$ cat config.mk
export PLATFORM = sky130hd
export DESIGN_NAME = scan_reg_bank
export DESIGN_NICKNAME = d
export VERILOG_FILES = /design/src/rtl/scan_reg_bank.sv
export SDC_FILE = /design/constraint.sdc
export NUM_CORES = 1
export LEC_CHECK = 0
export ABC_AREA = 1
export BUFFER_PORTS_ARGS = -buffer_cell sky130_fd_sc_hd__buf_4
export CAP_MARGIN = 20
export CORE_UTILIZATION = 40
export DETAILED_ROUTE_END_ITERATION = 12
export SLEW_MARGIN = 30
export SYNTH_ARGS = -nofsm -noshare
export SYNTH_HDL_FRONTEND = slang
export SYNTH_SLANG_ARGS = --single-unit
$ cat constraint.sdc
create_clock -name clk -period 1.3 [get_ports clk]
set_input_delay 0.13 -clock clk [delete_from_list [all_inputs] [get_ports clk]]
set_output_delay 0.13 -clock clk [all_outputs]
set_load 0.03 [all_outputs]
$ cat src/rtl/scan_reg_bank.sv
// Parametrised register bank with a write port, a registered write-first read port, per-entry
// valid bits, synchronous bulk clear and an autonomous address-order scan engine.
// Optional: define SCAN_SKIP_EMPTY_EN to blank scan beats of never-written entries.
module scan_reg_bank #(
    parameter int DATA_W = 4,
    parameter int ADDR_W = 3
) (
    input  logic              clk,
    input  logic              rst_n,
    input  logic              wr_en,
    input  logic [ADDR_W-1:0] wr_addr,
    input  logic [DATA_W-1:0] wr_data,
    input  logic              clr,
    input  logic [ADDR_W-1:0] rd_addr,
    output logic [DATA_W-1:0] rd_data,
    output logic              rd_valid,
    input  logic              scan_start,
    output logic              scan_busy,
    output logic [ADDR_W-1:0] scan_addr,
    output logic [DATA_W-1:0] scan_data,
    output logic              scan_valid,
    output logic              scan_done
);

    localparam int DEPTH = 2 ** ADDR_W;

    localparam logic [1:0] ST_IDLE = 2'd0;
    localparam logic [1:0] ST_RUN  = 2'd1;
    localparam logic [1:0] ST_DONE = 2'd2;

    logic [DATA_W-1:0] mem_reg [DEPTH];
    logic [DEPTH-1:0]  valid_reg;
    logic [DEPTH-1:0]  wr_sel;

    logic [DATA_W-1:0] rd_data_reg;
    logic              rd_valid_reg;

    logic [1:0]        state_reg;
    logic [ADDR_W-1:0] ptr_reg;
    logic              scan_busy_reg;
    logic [ADDR_W-1:0] scan_addr_reg;
    logic [DATA_W-1:0] scan_data_reg;
    logic              scan_valid_reg;
    logic              scan_done_reg;

    logic [DATA_W-1:0] beat_data;
    logic              beat_valid;

    // One-hot write decode; a clear cycle never writes.
    generate
        for (genvar gi = 0; gi < DEPTH; gi++) begin : g_wr_sel
            assign wr_sel[gi] = wr_en && !clr && (wr_addr == ADDR_W'(gi));
        end
    endgenerate

    always_ff @(posedge clk or negedge rst_n) begin
        if (!rst_n) begin
            for (int i = 0; i < DEPTH; i++) begin
                mem_reg[i] <= '0;
            end
            valid_reg <= '0;
        end else if (clr) begin
            for (int i = 0; i < DEPTH; i++) begin
                mem_reg[i] <= '0;
            end
            valid_reg <= '0;
        end else begin
            for (int i = 0; i < DEPTH; i++) begin
                if (wr_sel[i]) begin
                    mem_reg[i]   <= wr_data;
                    valid_reg[i] <= 1'b1;
                end
            end
        end
    end

    // Random read returns the value being written this edge when addresses collide.
    always_ff @(posedge clk or negedge rst_n) begin
        if (!rst_n) begin
            rd_data_reg  <= '0;
            rd_valid_reg <= 1'b0;
        end else if (clr) begin
            rd_data_reg  <= '0;
            rd_valid_reg <= 1'b0;
        end else if (wr_en && (wr_addr == rd_addr)) begin
            rd_data_reg  <= wr_data;
            rd_valid_reg <= 1'b1;
        end else begin
            rd_data_reg  <= mem_reg[rd_addr];
            rd_valid_reg <= valid_reg[rd_addr];
        end
    end

    // Scan beats sample the array before this edge's write lands (read-before-write).
`ifdef SCAN_SKIP_EMPTY_EN
    assign beat_valid = valid_reg[ptr_reg];
    assign beat_data  = valid_reg[ptr_reg] ? mem_reg[ptr_reg] : '0;
`else
    assign beat_valid = 1'b1;
    assign beat_data  = mem_reg[ptr_reg];
`endif

    always_ff @(posedge clk or negedge rst_n) begin
        if (!rst_n) begin
            state_reg      <= ST_IDLE;
            ptr_reg        <= '0;
            scan_busy_reg  <= 1'b0;
            scan_addr_reg  <= '0;
            scan_data_reg  <= '0;
            scan_valid_reg <= 1'b0;
            scan_done_reg  <= 1'b0;
        end else if (clr) begin
            state_reg      <= ST_IDLE;
            ptr_reg        <= '0;
            scan_busy_reg  <= 1'b0;
            scan_valid_reg <= 1'b0;
            scan_done_reg  <= 1'b0;
        end else begin
            case (state_reg)
                ST_IDLE: begin
                    scan_done_reg <= 1'b0;
                    if (scan_start) begin
                        state_reg     <= ST_RUN;
                        ptr_reg       <= '0;
                        scan_busy_reg <= 1'b1;
                    end
                end
                ST_RUN: begin
                    scan_addr_reg  <= ptr_reg;
                    scan_data_reg  <= beat_data;
                    scan_valid_reg <= beat_valid;
                    scan_done_reg  <= 1'b0;
                    ptr_reg        <= ptr_reg + ADDR_W'(1);
                    if (ptr_reg == ADDR_W'(DEPTH - 1)) begin
                        state_reg <= ST_DONE;
                    end
                end
                ST_DONE: begin
                    scan_valid_reg <= 1'b0;
                    scan_busy_reg  <= 1'b0;
                    scan_done_reg  <= 1'b1;
                    state_reg      <= ST_IDLE;
                end
                default: begin
                    state_reg     <= ST_IDLE;
                    scan_done_reg <= 1'b0;
                end
            endcase
        end
    end

    assign rd_data    = rd_data_reg;
    assign rd_valid   = rd_valid_reg;
    assign scan_busy  = scan_busy_reg;
    assign scan_addr  = scan_addr_reg;
    assign scan_data  = scan_data_reg;
    assign scan_valid = scan_valid_reg;
    assign scan_done  = scan_done_reg;

endmodule

==> results of run 1 <==
-- cell usage in the layout (no fill, tap or decap) --
cell type	netlist	routed
a21oi_1	10	10
dlygate4sd3_1	0	1
nand2_4	1	1
clkinv_2	0	2
ha_1	2	2
inv_1	28	27
o21ai_0	26	26
a22oi_1	1	1
nor2_2	5	6
nand2_1	177	177
nor2_1	26	25
bufinv_16	0	2
o211ai_1	1	1
buf_12	0	2
buf_4	3	45
inv_2	1	1
mux2i_1	1	1
nand2_2	3	3
clkinvlp_4	0	2
o21ai_1	1	1
nand3_1	68	68
dfrtp_1	60	60
clkbuf_1	5	2
clkbuf_8	0	10
-- worst max-delay path: stages (launching register included) --
cell	delay [ns]
dfrtp_1	0.43
buf_4	0.22
o211ai_1	0.26
nand2_1	0.09
nand2_1	0.06
nand3_1	0.06
-- power by group --
group          total, W  internal, W  switching (W)
combinational  0.000892     0.000323       0.000568
sequential      0.00215      0.00202       0.000125
clock           0.00188      0.00113       0.000754
total           0.00493      0.00348        0.00145
-- per-stage QoR --
stage | hold slack, ns | util, % | power, W
floorplan | -0.166 | - | 0.00269
global placement | 0.0433 | 47.6 | 0.00305
detailed placement | 0.0469 | 47.6 | 0.00306
CTS | 0.0827 | 50.7 | 0.00495
global route | 0.0929 | 50.9 | 0.00516
finish | 0.0870 | 50.9 | 0.00493
-- cell usage after synthesis --
master	instances
buf_4	3
inv_1	28
clkinv_1	1
o211ai_1	1
nor2_1	26
nand2_4	1
nand2_1	177
clkbuf_1	5
nand3_1	68
a22oi_1	1
a21oi_1	10
inv_2	1
nand2_2	3
o21ai_1	1
mux2i_1	1
buf_2	9
ha_1	2
nor2_2	5
dfrtp_1	60
o21ai_0	26
-- per-layer routing --
metal | vias to the layer above | wire length (um)
met4 | 0 | 101
li1 | 1452 | -
met2 | 96 | 4240
met5 | - | 0
met3 | 8 | 556
met1 | 1450 | 3900
-- cells by family after synthesis --
logic type	Yosys count	synth area share, %
AND/OR/NAND/NOR	280	37.5
flip-flops	60	48.4
buffers and inverters	47	6.42
AO/OA/AOI/OAI	39	6.46
adder cells (fa/ha/maj)	2	0.807
multiplexers	1	0.323
-- how the worst max path moves through the flow --
stage,startpoint,end,slack [ns],depth (start not counted)
floorplan,ptr_reg[1]$_DFFE_PN0P_,scan_data[0]$_DFFE_PN0P_,0.19,6
global placement,ptr_reg[1]$_DFFE_PN0P_,scan_data[1]$_DFFE_PN0P_,0.05,5
detailed placement,ptr_reg[1]$_DFFE_PN0P_,scan_data[1]$_DFFE_PN0P_,0.002,5
CTS,ptr_reg[0]$_DFFE_PN0P_,scan_data[1]$_DFFE_PN0P_,0.06,6
global route,ptr_reg[0]$_DFFE_PN0P_,scan_data[0]$_DFFE_PN0P_,-0.006,5
finish,ptr_reg[0]$_DFFE_PN0P_,scan_data[3]$_DFFE_PN0P_,0.05,5
-- repair_timing --
action	in CTS	in global routing
resized for setup	1	2
buffers inserted	0	1
hold endpoints to repair	21	0
hold buffers	1	0
cloned	0	0
endpoints found under the setup margin	1	4
-- layout make-up --
| type | count | area share [%] |
|---|---|---|
| clock buffers | 12 | 3.87 |
| clock inverters | 4 | 1.94 |
| inverters | 30 | 3.14 |
| multi-input cells | 322 | 37.4 |
| flip-flops and latches | 60 | 40.0 |
| well taps | 99 | 3.30 |
| repair buffers | 48 | 10.3 |
==> flow_summary.ini, run 1 <==
[status]
status = complete, no violations

[global_route]
grt.busiest_layer = met2
first_global_vias = 2862
globalRouteTotalUtil_pct = 23.2
grt_pass1_wl_um = 14700
use_met1_pct = 31.3
grt_max_degree = 40
use_met3_pct = 4.82
antenna_found_initial = 0
met2_usage_pct = 37.9
grt.overflow.total = 0

[floorplan]
dieArea_mm2 = 0.00810
start_util_pct = 42.1
rows = 31
ios = 30
die_w_um = 90.0
die-height_um = 90.0
core_area_mm2 = 0.00737

[detailed_routing]
drc = 0
drt-pass1-iter-count = 6
wl_um = 8810
first_iter_violations = 270
num_vias = 3006
wl_per_cell_um = 15.3
drtAntennaViolNets = 0
viasPerCell = 5.23

[setup_path]
crit_required_ns = 1.52
ff2ff_setup_slack_ns = 0.05
crit_path_start_kind = flip-flop
path_max_fanout = 21
rr_startpoint = ptr_reg[0]$_DFFE_PN0P_
crit_arrival_ns = 1.47
rr_endpoint = scan_data[3]$_DFFE_PN0P_
critPathKind = flip-flop to flip-flop
endpoint_kind = flip-flop
worstRegToRegCells = 5

[sta]
setup_viol = 0
fin_crit_ns = 1.25
setup_ws_ns = 0.0490
slew_headroom_pct = 59.0
fmax_ghz = 0.799
tightestPinTransition_ns = 0.614
final.setup.tns_ns = 0
period_share_pct = 96.2
final_hold_viol_count = 0
skew_ns = 0.00832
slew_viol_final = 0

[layout]
num-nets-final = 488
fillers = 745
multi_input_area_mm2 = 0.00140
seqCellArea_mm2 = 0.00150
largest_reg_flops = 32
design_area_mm2 = 0.00375
antenna_cells = 0
drive_gt1_share_pct = 15.5
area_growth_pct = 21.0
post_layout_nonfiller_instances = 575

[logic_synthesis]
ys_ff_latch = 60
yosysTopAreaCellShare_pct = 48.4
synth_nets = 446
synth_seq_area_share_pct = 48.4
synth_cell_types = 20
ys_warn_count = 0
synth_cells = 429
synth_area_mm2 = 0.00310
syn_avg_cell_area_um2 = 7.22
yosys.area.top_type = dfrtp_1
synthTopCellsByArea = dfrtp_1, nand2_1, nand3_1, o21ai_0, inv_1

[clock_tree]
tritoncts = yes
root_buffer = clkbuf_8
cts.sinks = 60
clock_latency_ns = 0.34
cts.clk_slew.worst_paths_ns = 0.07
htreeDepth = 3
cts_made_buffers = 9
clk_path_buf_depth = 2

[power]
power.density_mw_per_mm2 = 1310
vdd_drop_max_mv = 0.488
p_leak_nw = 1.99

[placed_design]
place_congestion = 0.857
dpl.cell_count = 557
place_area_mm2 = 0.00351
dp_hpwl_um = 6340
numPortBuffers = 29
pre_cts_ws_ns = 0.00203

[min_path]
min_from = scan_start
hold_end = scan_busy$_DFFE_PN0P_
hold_class = primary input to flip-flop
min_path_cells = 3

[flow_run]
cap_violations = 0
Power figures use the tool's default switching activity.
==> run 2, diff against run 1 <==
--- a/config.mk
+++ b/config.mk
@@ -8,8 +8,10 @@
 export ABC_AREA = 1
 export BUFFER_PORTS_ARGS = -buffer_cell sky130_fd_sc_hd__buf_4
 export CAP_MARGIN = 20
-export CORE_UTILIZATION = 40
+export CORE_UTILIZATION = 59
 export DETAILED_ROUTE_END_ITERATION = 12
+export PLACE_DENSITY = 0.8
+export REMOVE_ABC_BUFFERS = 1
 export SLEW_MARGIN = 30
 export SYNTH_ARGS = -nofsm -noshare
 export SYNTH_HDL_FRONTEND = slang
==> flow_summary.ini, run 2 (synthesis gave the netlist of run 1 again) <==
[status]
status = complete, no violations

[sta]
fmax_ghz = 0.828
fin_crit_ns = 1.21
period_share_pct = 92.9
final.setup.tns_ns = 0
slew_headroom_pct = 70.2
setup_viol = 0
finalHoldWorstSlack_ns = 0.0665
tightestPinTransition_ns = 0.448
rsz0062_at_grt = no
final_hold_viol_count = 0
slew_viol_final = 0
skew_ns = 0.0109

[setup_path]
critPathCapture = scan_data[0]$_DFFE_PN0P_
cp_common_cell = nand3_1
cpPeakStageDelay_ns = 0.37
endpoint_kind = flip-flop
worstRegToRegCells = 5
critPathKind = flip-flop to flip-flop
crit_required_ns = 1.52
crit_path_top_delay_cell = dfrtp_1
crit_arrival_ns = 1.43
cp-startpoint = ptr_reg[1]$_DFFE_PN0P_
rr_endpoint = scan_data[0]$_DFFE_PN0P_
ff2ff_setup_slack_ns = 0.09
path_max_fanout = 8
rr_startpoint = ptr_reg[1]$_DFFE_PN0P_
crit_path_start_kind = flip-flop
cp_cell_sequence = clkinv_1 > a21oi_1 > o21ai_0 > nand3_1 > nand3_1

[floorplan]
ios = 30
start_util_pct = 61.1
core_area_mm2 = 0.00507
rows = 26
die_w_um = 74.5
dieArea_mm2 = 0.00555
die-height_um = 74.5

[power]
power.density_mw_per_mm2 = 1280
p_leak_nw = 2.00
vdd_drop_max_mv = 0.944
power_w = 0.00477

[layout]
design_area_mm2 = 0.00373
post-route-util_pct = 73.5
num-nets-final = 491
drive_gt1_share_pct = 15.9
final_common_cell = nand2_1
layout_common_cells = nand2_1, nand3_1, dfrtp_1
largest_reg_flops = 32
antenna_cells = 0
area_growth_pct = 20.3

[detailed_routing]
wl_per_cell_um = 15.0
drt-pass1-iter-count = 6
first_iter_violations = 460
num_vias = 3051
viasPerCell = 5.56
drc = 0
wl_um = 8230
drtAntennaViolNets = 0

[global_route]
grt.overflow.total = 0
grt_max_degree = 35
grt_pass1_wl_um = 13500
first_global_vias = 2907
globalRouteTotalUtil_pct = 33.5
antenna_found_initial = 0

[clock_tree]
htreeDepth = 3
cts_made_buffers = 9
cts.sinks = 60
clk_path_buf_depth = 2
cts.clk_slew.worst_paths_ns = 0.07
clock_latency_ns = 0.35
tritoncts = yes
root_buffer = clkbuf_8

[placed_design]
place_area_mm2 = 0.00351
place_congestion = 0.957
dp_hpwl_um = 5920
numPortBuffers = 29

[min_path]
hold_class = primary input to flip-flop

[flow_run]
cap_violations = 0
-- run 2: worst min path at each step --
stage / start / endpoint / depth (start not counted) / slack, ns
2_1_floorplan: rst_n / mem_reg[0]$_DFFE_PN0P_ / 0 / -0.17
3_3_place_gp: rst_n / rd_valid$_DFF_PN0_ / 1 / 0.11
3_5_place_dp: rst_n / rd_valid$_DFF_PN0_ / 1 / 0.11
4_1_cts: scan_start / scan_busy$_DFFE_PN0P_ / 3 / 0.07
5_1_grt: scan_start / scan_busy$_DFFE_PN0P_ / 3 / 0.11
6_report: scan_start / scan_busy$_DFFE_PN0P_ / 3 / 0.07
-- run 2: final cells by class --
cell class / count / area (um2)
fill: 424 / 1350
timing repair buffer: 51 / 427
multi-input combinational: 322 / 1400
clock inverter: 6 / 63.8
clock buffer: 10 / 138
sequential: 60 / 1500
inverter: 30 / 113
tap: 70 / 87.6
-- run 2: worst max-delay path, delay by kind of cell (launching register included) --
kind            cells  cell delay [ns]
flops               1             0.37
compound gates      2             0.31
simple gates        2             0.16
buf+inv             1             0.24
-- run 2: where the power goes --
part           internal [W]  switching, W  total, W
sequential          0.00202      0.000115   0.00214
combinational      0.000335      0.000585  0.000920
clock              0.000932      0.000777   0.00171
-- run 2: through the flow --
step | cells | setup slack (ns)
6_report | 549 | 0.0921
5_1_grt | 549 | 0.00981
2_1_floorplan | 412 | -0.0430
4_1_cts | 549 | 0.0637
3_5_place_dp | 532 | 0.0764
3_3_place_gp | 532 | 0.104
-- run 2: layer usage --
layer | GRT usage (%) | vias up | share of wire, %
li1 | - | 1458 | -
met1 | 43.3 | 1393 | 41
met2 | 53.0 | 175 | 48
met3 | 7.18 | 25 | 8.0
met4 | 18.0 | 0 | 3.3
met5 | 0 | - | 0
-- run 2: repair_timing --
item                                    4_1_cts  5_1_grt
setup buffers                                 0        0
hold buffers                                  1        0
gates resized for setup                       0        3
endpoints found under the hold margin        32        0
endpoints found under the setup margin        0        2
